==> src/rtl/md_if.sv <==
// Handshake/result bundle between the EX stage and the HI/LO multiply/divide sequencer.
// The master side is the EX stage. The slave side is md_sequencer.
interface md_if #(
   parameter int DW = 32
);
   logic          start;
   logic [2:0]    md_func;
   logic          md_sign;
   logic [DW-1:0] op_a;
   logic [DW-1:0] op_b;
   logic          md_read;
   logic          busy;
   logic          stall;
   logic          done;
   logic [DW-1:0] hi;
   logic [DW-1:0] lo;

   modport master (
      output start, md_func, md_sign, op_a, op_b, md_read,
      input  busy, stall, done, hi, lo
   );

   modport slave (
      input  start, md_func, md_sign, op_a, op_b, md_read,
      output busy, stall, done, hi, lo
   );
endinterface

==> src/rtl/md_sequencer.sv <==
// Multi-cycle MULT/DIV sequencer owning HI/LO, with a radix-2 restoring divider.
// Optional feature macro MD_FAST_MULT_EN selects a single-cycle registered multiplier.
module md_sequencer #(
   parameter int DW      = 32,
   parameter int MUL_LAT = 4
) (
   input logic clk,
   input logic rst_n,
   md_if.slave md
);
   localparam int CMAX = (DW > MUL_LAT) ? DW : MUL_LAT;
   localparam int CW   = $clog2(CMAX) + 1;

   localparam logic [2:0] F_MULT = 3'b001;
   localparam logic [2:0] F_DIV  = 3'b010;
   localparam logic [2:0] F_MTHI = 3'b011;
   localparam logic [2:0] F_MTLO = 3'b100;

   typedef enum logic [1:0] {
      ST_IDLE = 2'd0,
      ST_MUL  = 2'd1,
      ST_DIV  = 2'd2,
      ST_FIX  = 2'd3
   } state_t;

   state_t        state_q, state_d;
   logic [CW-1:0] cnt_q, cnt_d;
   logic [DW-1:0] a_q, a_d;
   logic [DW-1:0] rem_q, rem_d, quo_q, quo_d, dvs_q, dvs_d;
   logic          sq_q, sq_d, sr_q, sr_d, dz_q, dz_d;
   logic [DW-1:0] hi_q, hi_d, lo_q, lo_d;
   logic          done_q, done_d, busy_q, busy_d;
   logic [2*DW-1:0] prod_s;
   logic [DW:0]     rem_sh_s, diff_s;
   logic            accept_s;
`ifdef MD_FAST_MULT_EN
   logic [2*DW-1:0] prod_q, prod_d;
`else
   logic [DW-1:0]   b_q, b_d;
   logic            sign_q, sign_d;
`endif

   function automatic logic [2*DW-1:0] mul_full(input logic [DW-1:0] a, input logic [DW-1:0] b,
                                                input logic sgn);
      logic [2*DW-1:0] ea;
      logic [2*DW-1:0] eb;
      ea = {{DW{sgn & a[DW-1]}}, a};
      eb = {{DW{sgn & b[DW-1]}}, b};
      return ea * eb;
   endfunction

   function automatic logic [DW-1:0] neg_if(input logic [DW-1:0] x, input logic neg);
      return neg ? ((~x) + {{(DW-1){1'b0}}, 1'b1}) : x;
   endfunction

   assign accept_s = md.start & ~busy_q;

`ifdef MD_FAST_MULT_EN
   assign prod_s = prod_q;
`else
   assign prod_s = mul_full(a_q, b_q, sign_q);
`endif

   // One restoring step: shift in the next dividend bit and subtract when it fits.
   assign rem_sh_s = {rem_q, quo_q[DW-1]};
   assign diff_s   = rem_sh_s - {1'b0, dvs_q};

   // State register
   always_ff @(posedge clk or negedge rst_n) begin
      if (!rst_n) begin
         state_q <= ST_IDLE;
      end else begin
         state_q <= state_d;
      end
   end

   // Next-state logic
   always_comb begin
      state_d = state_q;
      case (state_q)
         ST_IDLE: begin
            if (accept_s && md.md_func == F_MULT) begin
               state_d = ST_MUL;
            end else if (accept_s && md.md_func == F_DIV) begin
               state_d = ST_DIV;
            end else begin
               state_d = ST_IDLE;
            end
         end
         ST_MUL: begin
            if (cnt_q == {CW{1'b0}}) begin
               state_d = ST_IDLE;
            end else begin
               state_d = ST_MUL;
            end
         end
         ST_DIV: begin
            if (cnt_q == {CW{1'b0}}) begin
               state_d = ST_FIX;
            end else begin
               state_d = ST_DIV;
            end
         end
         ST_FIX:  state_d = ST_IDLE;
         default: state_d = ST_IDLE;
      endcase
   end

   // Datapath next values: operand capture, iteration, HI/LO writeback
   always_comb begin
      cnt_d  = cnt_q;
      a_d    = a_q;
      rem_d  = rem_q;
      quo_d  = quo_q;
      dvs_d  = dvs_q;
      sq_d   = sq_q;
      sr_d   = sr_q;
      dz_d   = dz_q;
      hi_d   = hi_q;
      lo_d   = lo_q;
      done_d = 1'b0;
      busy_d = (state_d != ST_IDLE);
`ifdef MD_FAST_MULT_EN
      prod_d = prod_q;
`else
      b_d    = b_q;
      sign_d = sign_q;
`endif
      case (state_q)
         ST_IDLE: begin
            if (accept_s) begin
               case (md.md_func)
                  F_MULT: begin
                     a_d = md.op_a;
`ifdef MD_FAST_MULT_EN
                     prod_d = mul_full(md.op_a, md.op_b, md.md_sign);
                     cnt_d  = {CW{1'b0}};
`else
                     b_d    = md.op_b;
                     sign_d = md.md_sign;
                     cnt_d  = CW'(MUL_LAT - 1);
`endif
                  end
                  F_DIV: begin
                     a_d   = md.op_a;
                     quo_d = neg_if(md.op_a, md.md_sign & md.op_a[DW-1]);
                     dvs_d = neg_if(md.op_b, md.md_sign & md.op_b[DW-1]);
                     rem_d = {DW{1'b0}};
                     sq_d  = md.md_sign & (md.op_a[DW-1] ^ md.op_b[DW-1]);
                     sr_d  = md.md_sign & md.op_a[DW-1];
                     dz_d  = (md.op_b == {DW{1'b0}});
                     cnt_d = CW'(DW - 1);
                  end
                  F_MTHI:  hi_d = md.op_a;
                  F_MTLO:  lo_d = md.op_a;
                  default: hi_d = hi_q;
               endcase
            end else begin
               cnt_d = cnt_q;
            end
         end
         ST_MUL: begin
            if (cnt_q == {CW{1'b0}}) begin
               {hi_d, lo_d} = prod_s;
               done_d       = 1'b1;
            end else begin
               cnt_d = cnt_q - {{(CW-1){1'b0}}, 1'b1};
            end
         end
         ST_DIV: begin
            if (!diff_s[DW]) begin
               rem_d = diff_s[DW-1:0];
               quo_d = {quo_q[DW-2:0], 1'b1};
            end else begin
               rem_d = rem_sh_s[DW-1:0];
               quo_d = {quo_q[DW-2:0], 1'b0};
            end
            if (cnt_q != {CW{1'b0}}) begin
               cnt_d = cnt_q - {{(CW-1){1'b0}}, 1'b1};
            end else begin
               cnt_d = cnt_q;
            end
         end
         ST_FIX: begin
            done_d = 1'b1;
            // A zero divisor returns the raw dividend in HI, whatever the signedness.
            if (dz_q) begin
               hi_d = a_q;
               lo_d = {DW{1'b1}};
            end else begin
               hi_d = neg_if(rem_q, sr_q);
               lo_d = neg_if(quo_q, sq_q);
            end
         end
         default: done_d = 1'b0;
      endcase
   end

   // Datapath and output registers
   always_ff @(posedge clk or negedge rst_n) begin
      if (!rst_n) begin
         cnt_q  <= {CW{1'b0}};
         a_q    <= {DW{1'b0}};
         rem_q  <= {DW{1'b0}};
         quo_q  <= {DW{1'b0}};
         dvs_q  <= {DW{1'b0}};
         sq_q   <= 1'b0;
         sr_q   <= 1'b0;
         dz_q   <= 1'b0;
         hi_q   <= {DW{1'b0}};
         lo_q   <= {DW{1'b0}};
         done_q <= 1'b0;
         busy_q <= 1'b0;
`ifdef MD_FAST_MULT_EN
         prod_q <= {(2*DW){1'b0}};
`else
         b_q    <= {DW{1'b0}};
         sign_q <= 1'b0;
`endif
      end else begin
         cnt_q  <= cnt_d;
         a_q    <= a_d;
         rem_q  <= rem_d;
         quo_q  <= quo_d;
         dvs_q  <= dvs_d;
         sq_q   <= sq_d;
         sr_q   <= sr_d;
         dz_q   <= dz_d;
         hi_q   <= hi_d;
         lo_q   <= lo_d;
         done_q <= done_d;
         busy_q <= busy_d;
`ifdef MD_FAST_MULT_EN
         prod_q <= prod_d;
`else
         b_q    <= b_d;
         sign_q <= sign_d;
`endif
      end
   end

   // Outputs; stall is the only combinational one so EX freezes in the same cycle
   always_comb begin
      md.busy  = busy_q;
      md.stall = busy_q & (md.start | md.md_read);
      md.done  = done_q;
      md.hi    = hi_q;
      md.lo    = lo_q;
   end
endmodule

==> src/flat_wrapper.sv <==
// flat-port wrapper written by rule: the top's interface ports become plain ports
module md_sequencer_flat 
#(
   parameter int DW      = 32,
   parameter int MUL_LAT = 4
)
  (clk, rst_n, md_start, md_md_func, md_md_sign, md_op_a, md_op_b, md_md_read, md_busy, md_stall, md_done, md_hi, md_lo);
  md_if #(.DW(DW)) md_i ();
  input logic clk;
  input logic rst_n;
  input wire logic [$bits(md_i.start)-1:0] md_start;
  input wire logic [$bits(md_i.md_func)-1:0] md_md_func;
  input wire logic [$bits(md_i.md_sign)-1:0] md_md_sign;
  input wire logic [$bits(md_i.op_a)-1:0] md_op_a;
  input wire logic [$bits(md_i.op_b)-1:0] md_op_b;
  input wire logic [$bits(md_i.md_read)-1:0] md_md_read;
  output wire logic [$bits(md_i.busy)-1:0] md_busy;
  output wire logic [$bits(md_i.stall)-1:0] md_stall;
  output wire logic [$bits(md_i.done)-1:0] md_done;
  output wire logic [$bits(md_i.hi)-1:0] md_hi;
  output wire logic [$bits(md_i.lo)-1:0] md_lo;
  assign md_i.start = md_start;
  assign md_i.md_func = md_md_func;
  assign md_i.md_sign = md_md_sign;
  assign md_i.op_a = md_op_a;
  assign md_i.op_b = md_op_b;
  assign md_i.md_read = md_md_read;
  assign md_busy = md_i.busy;
  assign md_stall = md_i.stall;
  assign md_done = md_i.done;
  assign md_hi = md_i.hi;
  assign md_lo = md_i.lo;
  md_sequencer #(.DW(DW), .MUL_LAT(MUL_LAT)) u_core (.clk(clk), .rst_n(rst_n), .md(md_i));
endmodule
==> config.mk <==
export PLATFORM = sky130hd
export DESIGN_NAME = md_sequencer_flat
export DESIGN_NICKNAME = d
export VERILOG_FILES = /design/src/rtl/md_if.sv /design/src/rtl/md_sequencer.sv /design/src/flat_wrapper.sv
export SDC_FILE = /design/constraint.sdc
export NUM_CORES = 2
export LEC_CHECK = 0
export BUFFER_PORTS_ARGS = -buffer_cell sky130_fd_sc_hd__buf_2
export CAP_MARGIN = 20
export CORE_ASPECT_RATIO = 1.5
export CORE_MARGIN = 2
export CORE_UTILIZATION = 47
export DETAILED_ROUTE_END_ITERATION = 10
export GPL_TIMING_DRIVEN = 0
export PLACE_DENSITY = 0.65
export SLEW_MARGIN = 20
export SYNTH_ARGS = -nofsm -noshare
export SYNTH_HDL_FRONTEND = slang
export SYNTH_SLANG_ARGS = --single-unit
==> constraint.sdc <==
create_clock -name clk -period 12.2 [get_ports clk]
set_input_delay 1.22 -clock clk [delete_from_list [all_inputs] [get_ports clk]]
set_output_delay 1.22 -clock clk [all_outputs]
set_load 0.03 [all_outputs]
======== Word level (Yosys, flattened, before mapping) ========
Cells that the tools add are included.
storage, ports and cells
  memory bits (read-only) ................. 0
  memory bits (writable) .................. 0
  logic and storage cells ................. 103
  register bits ........................... 238
  memories ................................ 0
  bits in latches ......................... 0
operators by class
  $lt $le $gt $ge ......................... 0
  equal/unequal tests ..................... 15
  multiplexer cells ....................... 34
  reductions and logical operators ........ 18
  multiply operators ...................... 1
  bitwise logic cells ..................... 14
  add/sub/neg operators ................... 6
  divide/modulo/power cells ............... 0
  shift operators ......................... 0
operators by type and width
  operator                                                number
  two-way mux 32 bit                                      17
  one-hot mux 32 bit (3 select lines)                     2
  adder 32 x 1 -> 32 bit (second input constant)          4
  NOT 32 bit                                              4
  one-hot mux 32 bit (2 select lines)                     2
  multiplier 33 x 33 -> 64 bit                            1
  subtractor 33 x 32 -> 33 bit                            1
  zero test 32 bit                                        1
  two-way mux 6 bit                                       3
  one-hot mux 6 bit (3 select lines)                      1
  one-hot mux 6 bit (2 select lines)                      1
  AND reduction 3 bit                                     4
  inequality test 2 x 1 -> 1 bit (second input constant)  4
  one-hot mux 2 bit (4 select lines)                      1
  AND reduction 4 bit                                     2
  bitwise AND 1 bit                                       7
  == test 3 x 2 -> 1 bit (second input constant)          2
  zero test 6 bit                                         1
  inequality test 2 bit (second input constant)           3
  nonzero test 3 bit                                      2
  nonzero test 6 bit                                      1
  subtractor 6 x 1 -> 6 bit (second input constant)       1
  AND reduction 5 bit                                     1
  == test 2 bit (second input constant)                   2
  other kinds (14)                                        20

======== Longest topological paths before layout ========
  word-level depth ........................ 7
  gate-level depth with buffers ........... 31
  mapped depth without buffers ............ 28

======== Worst setup path before layout ========
No wires, ideal clock.
  path type ............................... reg-to-reg
  start ................................... reg u_core.a_q[31]
  end ..................................... reg u_core.hi_q[27] (netlist: u_core.md.hi[27])
  library setup time ...................... 0.126 ns
  buffers on the path ..................... 2
  cell stages (with the launch flop) ...... 30
  clock period less this slack ............ 8.230 ns
  arrival time ............................ 8.104 ns
  slack ................................... 3.970 ns
  cell sequence ........................... dfrtp_1 > clkbuf_1 > and2_1 > clkbuf_1 > nand2_1 > inv_1 > fa_1 > inv_1 > fa_1 > inv_1 > fa_1 > fa_1 > inv_1 > fa_1 > inv_1 > fa_1 > inv_1 > fa_1 > fa_1 > inv_1 > ha_1 > nand4_1 > nor4_1 > and2_1 > a32o_1 > a31oi_1 > a311o_1 > xnor2_1 > a221oi_1 > nor2_1
on the way
  longest elaborated chain between the ends .. 4
ends and longest elaborated chain
  what                                     line                 RTL
  from (decl)                              md_sequencer.sv:28   logic [DW-1:0] a_q, a_d;
  from (signal assigned)                   md_sequencer.sv:203  a_q <= {DW{1'b0}};
  bitwise AND 1 bit                        md_sequencer.sv:47   ea = {{DW{sgn & a[DW-1]}}, a};
  multiplier 33 x 33 -> 64 bit (*)         md_sequencer.sv:49   return ea * eb;
  two-way mux 32 bit (*)                   md_sequencer.sv:163  if (cnt_q == {CW{1'b0}}) begin
  one-hot mux 32 bit (3 select lines) (*)  md_sequencer.sv:129  case (state_q)
  to (signal assigned)                     md_sequencer.sv:210  hi_q <= {DW{1'b0}};
  to (signal assigned)                     md_sequencer.sv:229  hi_q <= hi_d;
  to (decl)                                md_sequencer.sv:31   logic [DW-1:0] hi_q, hi_d, lo_q, lo_d;
Mark *: on every way between the ends. The rest lies on a longest branch, timed or not. The select of a mux whose other input is x is not followed.
A chain may end at the register's enable or synchronous reset.

======== Worst setup path after layout ========
  start ................................... reg u_core.a_q[31]
  end ..................................... reg u_core.hi_q[29] (netlist: u_core.md.hi[29])
Same word-level chain as after synthesis.

==> results_dict.tcl <==
set metrics [dict create \
    clock-sinks 238 \
    via_per_inst 5.81 \
    grt_max_degree 73 \
    dr.pass1.iters 5 \
    hold_class "reg -> reg" \
    grt-ovfl-total 0 \
    drive_gt1_share_pct 4.97 \
    synth_edf_count 0 \
    route.vias.total 43800 \
    synth_ff_type "dfrtp_1" \
    routed_wl_um 225000 \
    setup_viol 0 \
    grt_pass1_vias 47300 \
    syn_nets 7350 \
    cts-root-buf "clkbuf_16" \
    hold_viol 0 \
    status "complete, no violations" \
    grtUsageTotal_pct 39.7 \
    cp_data_arrival_time_ps 11570 \
    synth-seq-cells 238 \
    end_kind "register" \
    cpMaxStageDelayCell "fa_1" \
    dieArea_um2 115000 \
    finClkSkew_ps 28.4 \
    cp_top_family "adder cells" \
    dpl.hpwl_um 187000 \
    drc 0 \
    drv_cap 0 \
    die_y_um 414 \
    antenna_found_initial 25 \
    ys_seq_area_share_pct 11.3 \
    cts_tree "yes" \
    nets 7513 \
    multi_input_area_um2 41000 \
    synth_cell_type_count 75 \
    place.gp.congestion 1.07 \
    cpPeakStageDelay_ps 970 \
    initial_core_util_pct 47.4 \
    path_clk_slew_ps 80 \
    cts_buffers 20 \
    drv_slew 0 \
    maxSlewHeadroom_pct 13.8 \
    crit_type "reg -> reg" \
    core-area_um2 111000 \
    cpMostUsedCell "fa_1" \
    tightest_slew_ps 1290 \
    numPortBuffers 134 \
    area_growth_pct 6.44 \
    ys_async_sr_fraction_pct 100 \
    finalCritPeriodShare_pct 91.6 \
    fp.dieW_um 278 \
    register_area_um2 5960 \
    io_pins 139 \
    required_ps 12590 \
    cts_htree_levels 1 \
    rsz0062_at_grt "false" \
    drt-initial-drc-count 3444 \
    path_buf_inv 9 \
    setup_tns_ps 0 \
    rows 150 \
    clk_latency_ps 560 \
    syn_area_per_cell_um2 8.94 \
    synthCells 5899 \
    fillers 10800 \
    routedWlPerCell_um 29.8 \
    ctsResizeCount 0 \
    post_cts_buffers 0 \
    postRouteAntennaNets 0 \
    ys_warn_count 0 \
    crit_fanout 10 \
    grt_pass1_wl_um 322000 \
    period_needed_ps 11170 \
    syn-cell-area_um2 52700 \
    fmax_mhz 89.5 \
    start_kind "register" \
    cts_hold_buf 0 \
    clockBufferDepth 3 \
]
synthesized netlist by cell type (13+ instances only):
cell type / number / area share, %
mux2i_1: 33 / 0.63
and3_1: 40 / 0.47
a21o_1: 38 / 0.54
a221oi_1: 22 / 0.37
a22oi_1: 25 / 0.36
a21oi_1: 166 / 1.6
nor3_1: 29 / 0.28
or3_1: 22 / 0.26
or4_1: 13 / 0.19
nand3_1: 35 / 0.33
clkbuf_1: 339 / 2.4
and2_1: 350 / 4.2
o21ai_0: 251 / 2.4
o31ai_1: 35 / 0.50
or2_2: 13 / 0.15
o41ai_1: 14 / 0.23
inv_1: 1189 / 8.5
ha_1: 253 / 6.0
fa_1: 1126 / 43
o211ai_1: 14 / 0.20
a31oi_1: 45 / 0.53
nand2_1: 935 / 6.7
dfrtp_1: 238 / 11
xnor2_1: 122 / 2.0
xor2_1: 96 / 1.6
mux2_2: 62 / 1.3
nor2_1: 179 / 1.3
nor4_1: 13 / 0.15
o21bai_1: 13 / 0.19
o21a_1: 18 / 0.26
nand2b_1: 16 / 0.19
sequential cells by signal, summed over array words and instances, names as in the netlist, 2 cells and up:
register / flops
u_core.a_q: 32
u_core.b_q: 32
u_core.dvs_q: 32
u_core.md.hi: 32
u_core.md.lo: 32
u_core.quo_q: 32
u_core.rem_q: 32
u_core.cnt_q: 6
u_core.state_q: 2
layout by cell type (no fill, tap or decap), types with 20 or more instances in the layout:
| cell | Yosys | layout |
|---|---|---|
| a21o_1 | 38 | 38 |
| a21oi_1 | 166 | 165 |
| a221oi_1 | 22 | 22 |
| a22oi_1 | 25 | 25 |
| a31oi_1 | 45 | 45 |
| and2_1 | 350 | 350 |
| and3_1 | 40 | 40 |
| buf_2 | 4 | 137 |
| clkbuf_1 | 339 | 320 |
| clkbuf_16 | 0 | 20 |
| clkbuf_2 | 1 | 21 |
| dfrtp_1 | 238 | 238 |
| fa_1 | 1126 | 1125 |
| ha_1 | 253 | 253 |
| inv_1 | 1189 | 1189 |
| mux2_2 | 62 | 62 |
| mux2i_1 | 33 | 33 |
| nand2_1 | 935 | 935 |
| nand3_1 | 35 | 35 |
| nor2_1 | 179 | 178 |
| nor3_1 | 29 | 29 |
| o21ai_0 | 251 | 250 |
| o31ai_1 | 35 | 35 |
| or3_1 | 22 | 22 |
| xnor2_1 | 122 | 121 |
| xor2_1 | 96 | 96 |
worst min-delay path, stage by stage, from the launching register on:
cell     delay [ps]
dfrtp_1         340
nand2_1          50
o21ai_0          60
per-layer routing:
layer | track usage, % | part of all wire (%) | vias up
met5 | 0 | 0.041 | -
met4 | 39.0 | 12 | 14
met3 | 7.42 | 7.7 | 899
met2 | 66.5 | 48 | 2235
met1 | 41.3 | 32 | 22300
li1 | - | - | 18300
path summary, 6_finish.rpt:
| check | from | end | slack (ps) | cells past startpoint |
|---|---|---|---|---|
| min in group asynchronous | rst_n | u_core.md.hi[15] | 530 | 1 |
| min reg2reg | u_core.dvs_q[16] | u_core.dvs_q[16] | 480 | 2 |
| max reg2reg | u_core.a_q[31] | u_core.md.hi[29] | 1030 | 30 |
| max | u_core.a_q[31] | u_core.md.hi[29] | 1030 | 30 |
| min | u_core.dvs_q[16] | u_core.dvs_q[16] | 480 | 2 |
| max in group asynchronous | rst_n | u_core.md.lo[26] | 10580 | 3 |
logic make-up (layout without fill, tap and decap cells):
| group | Yosys count | count (layout) | synth area share, % |
|---|---|---|---|
| buffers and inverters | 1546 | 1722 | 11.0 |
| muxes | 95 | 95 | 1.95 |
| other | 0 | 11 | 0 |
| DFF | 238 | 238 | 11.3 |
| adders and majority gates | 1379 | 1379 | 48.7 |
| xor gates and xnor gates | 218 | 218 | 3.62 |
| AOI/OAI and AO/OA | 732 | 732 | 8.62 |
| and+or+nand+nor | 1691 | 1691 | 14.8 |
through the flow:
stage	util (%)	instances	area (um^2)	setup slack, ps	hold WS (ps)
6_report	50.4	7530	56100	1030	480
5_1_grt	50.4	7520	56100	566	514
4_1_cts	50.4	7517	56100	1130	486
3_5_place_dp	49.8	7482	55400	1200	470
3_3_place_gp	49.6	7477	55200	1150	463
2_1_floorplan	-	5899	52700	3970	450
final cells by class:
cell class	count	share of cell area, %
multi-input combinational	4115	73.0
sequential	238	10.6
inverter	1189	7.95
tap	1444	3.22
buffer	357	2.46
timing repair buffer	141	1.44
clock buffer	22	0.923
clock inverter	13	0.336
antenna	11	0.0490
Power is not shown: default switching activity piles up to over one toggle a cycle in this logic, so the estimate is an artifact.
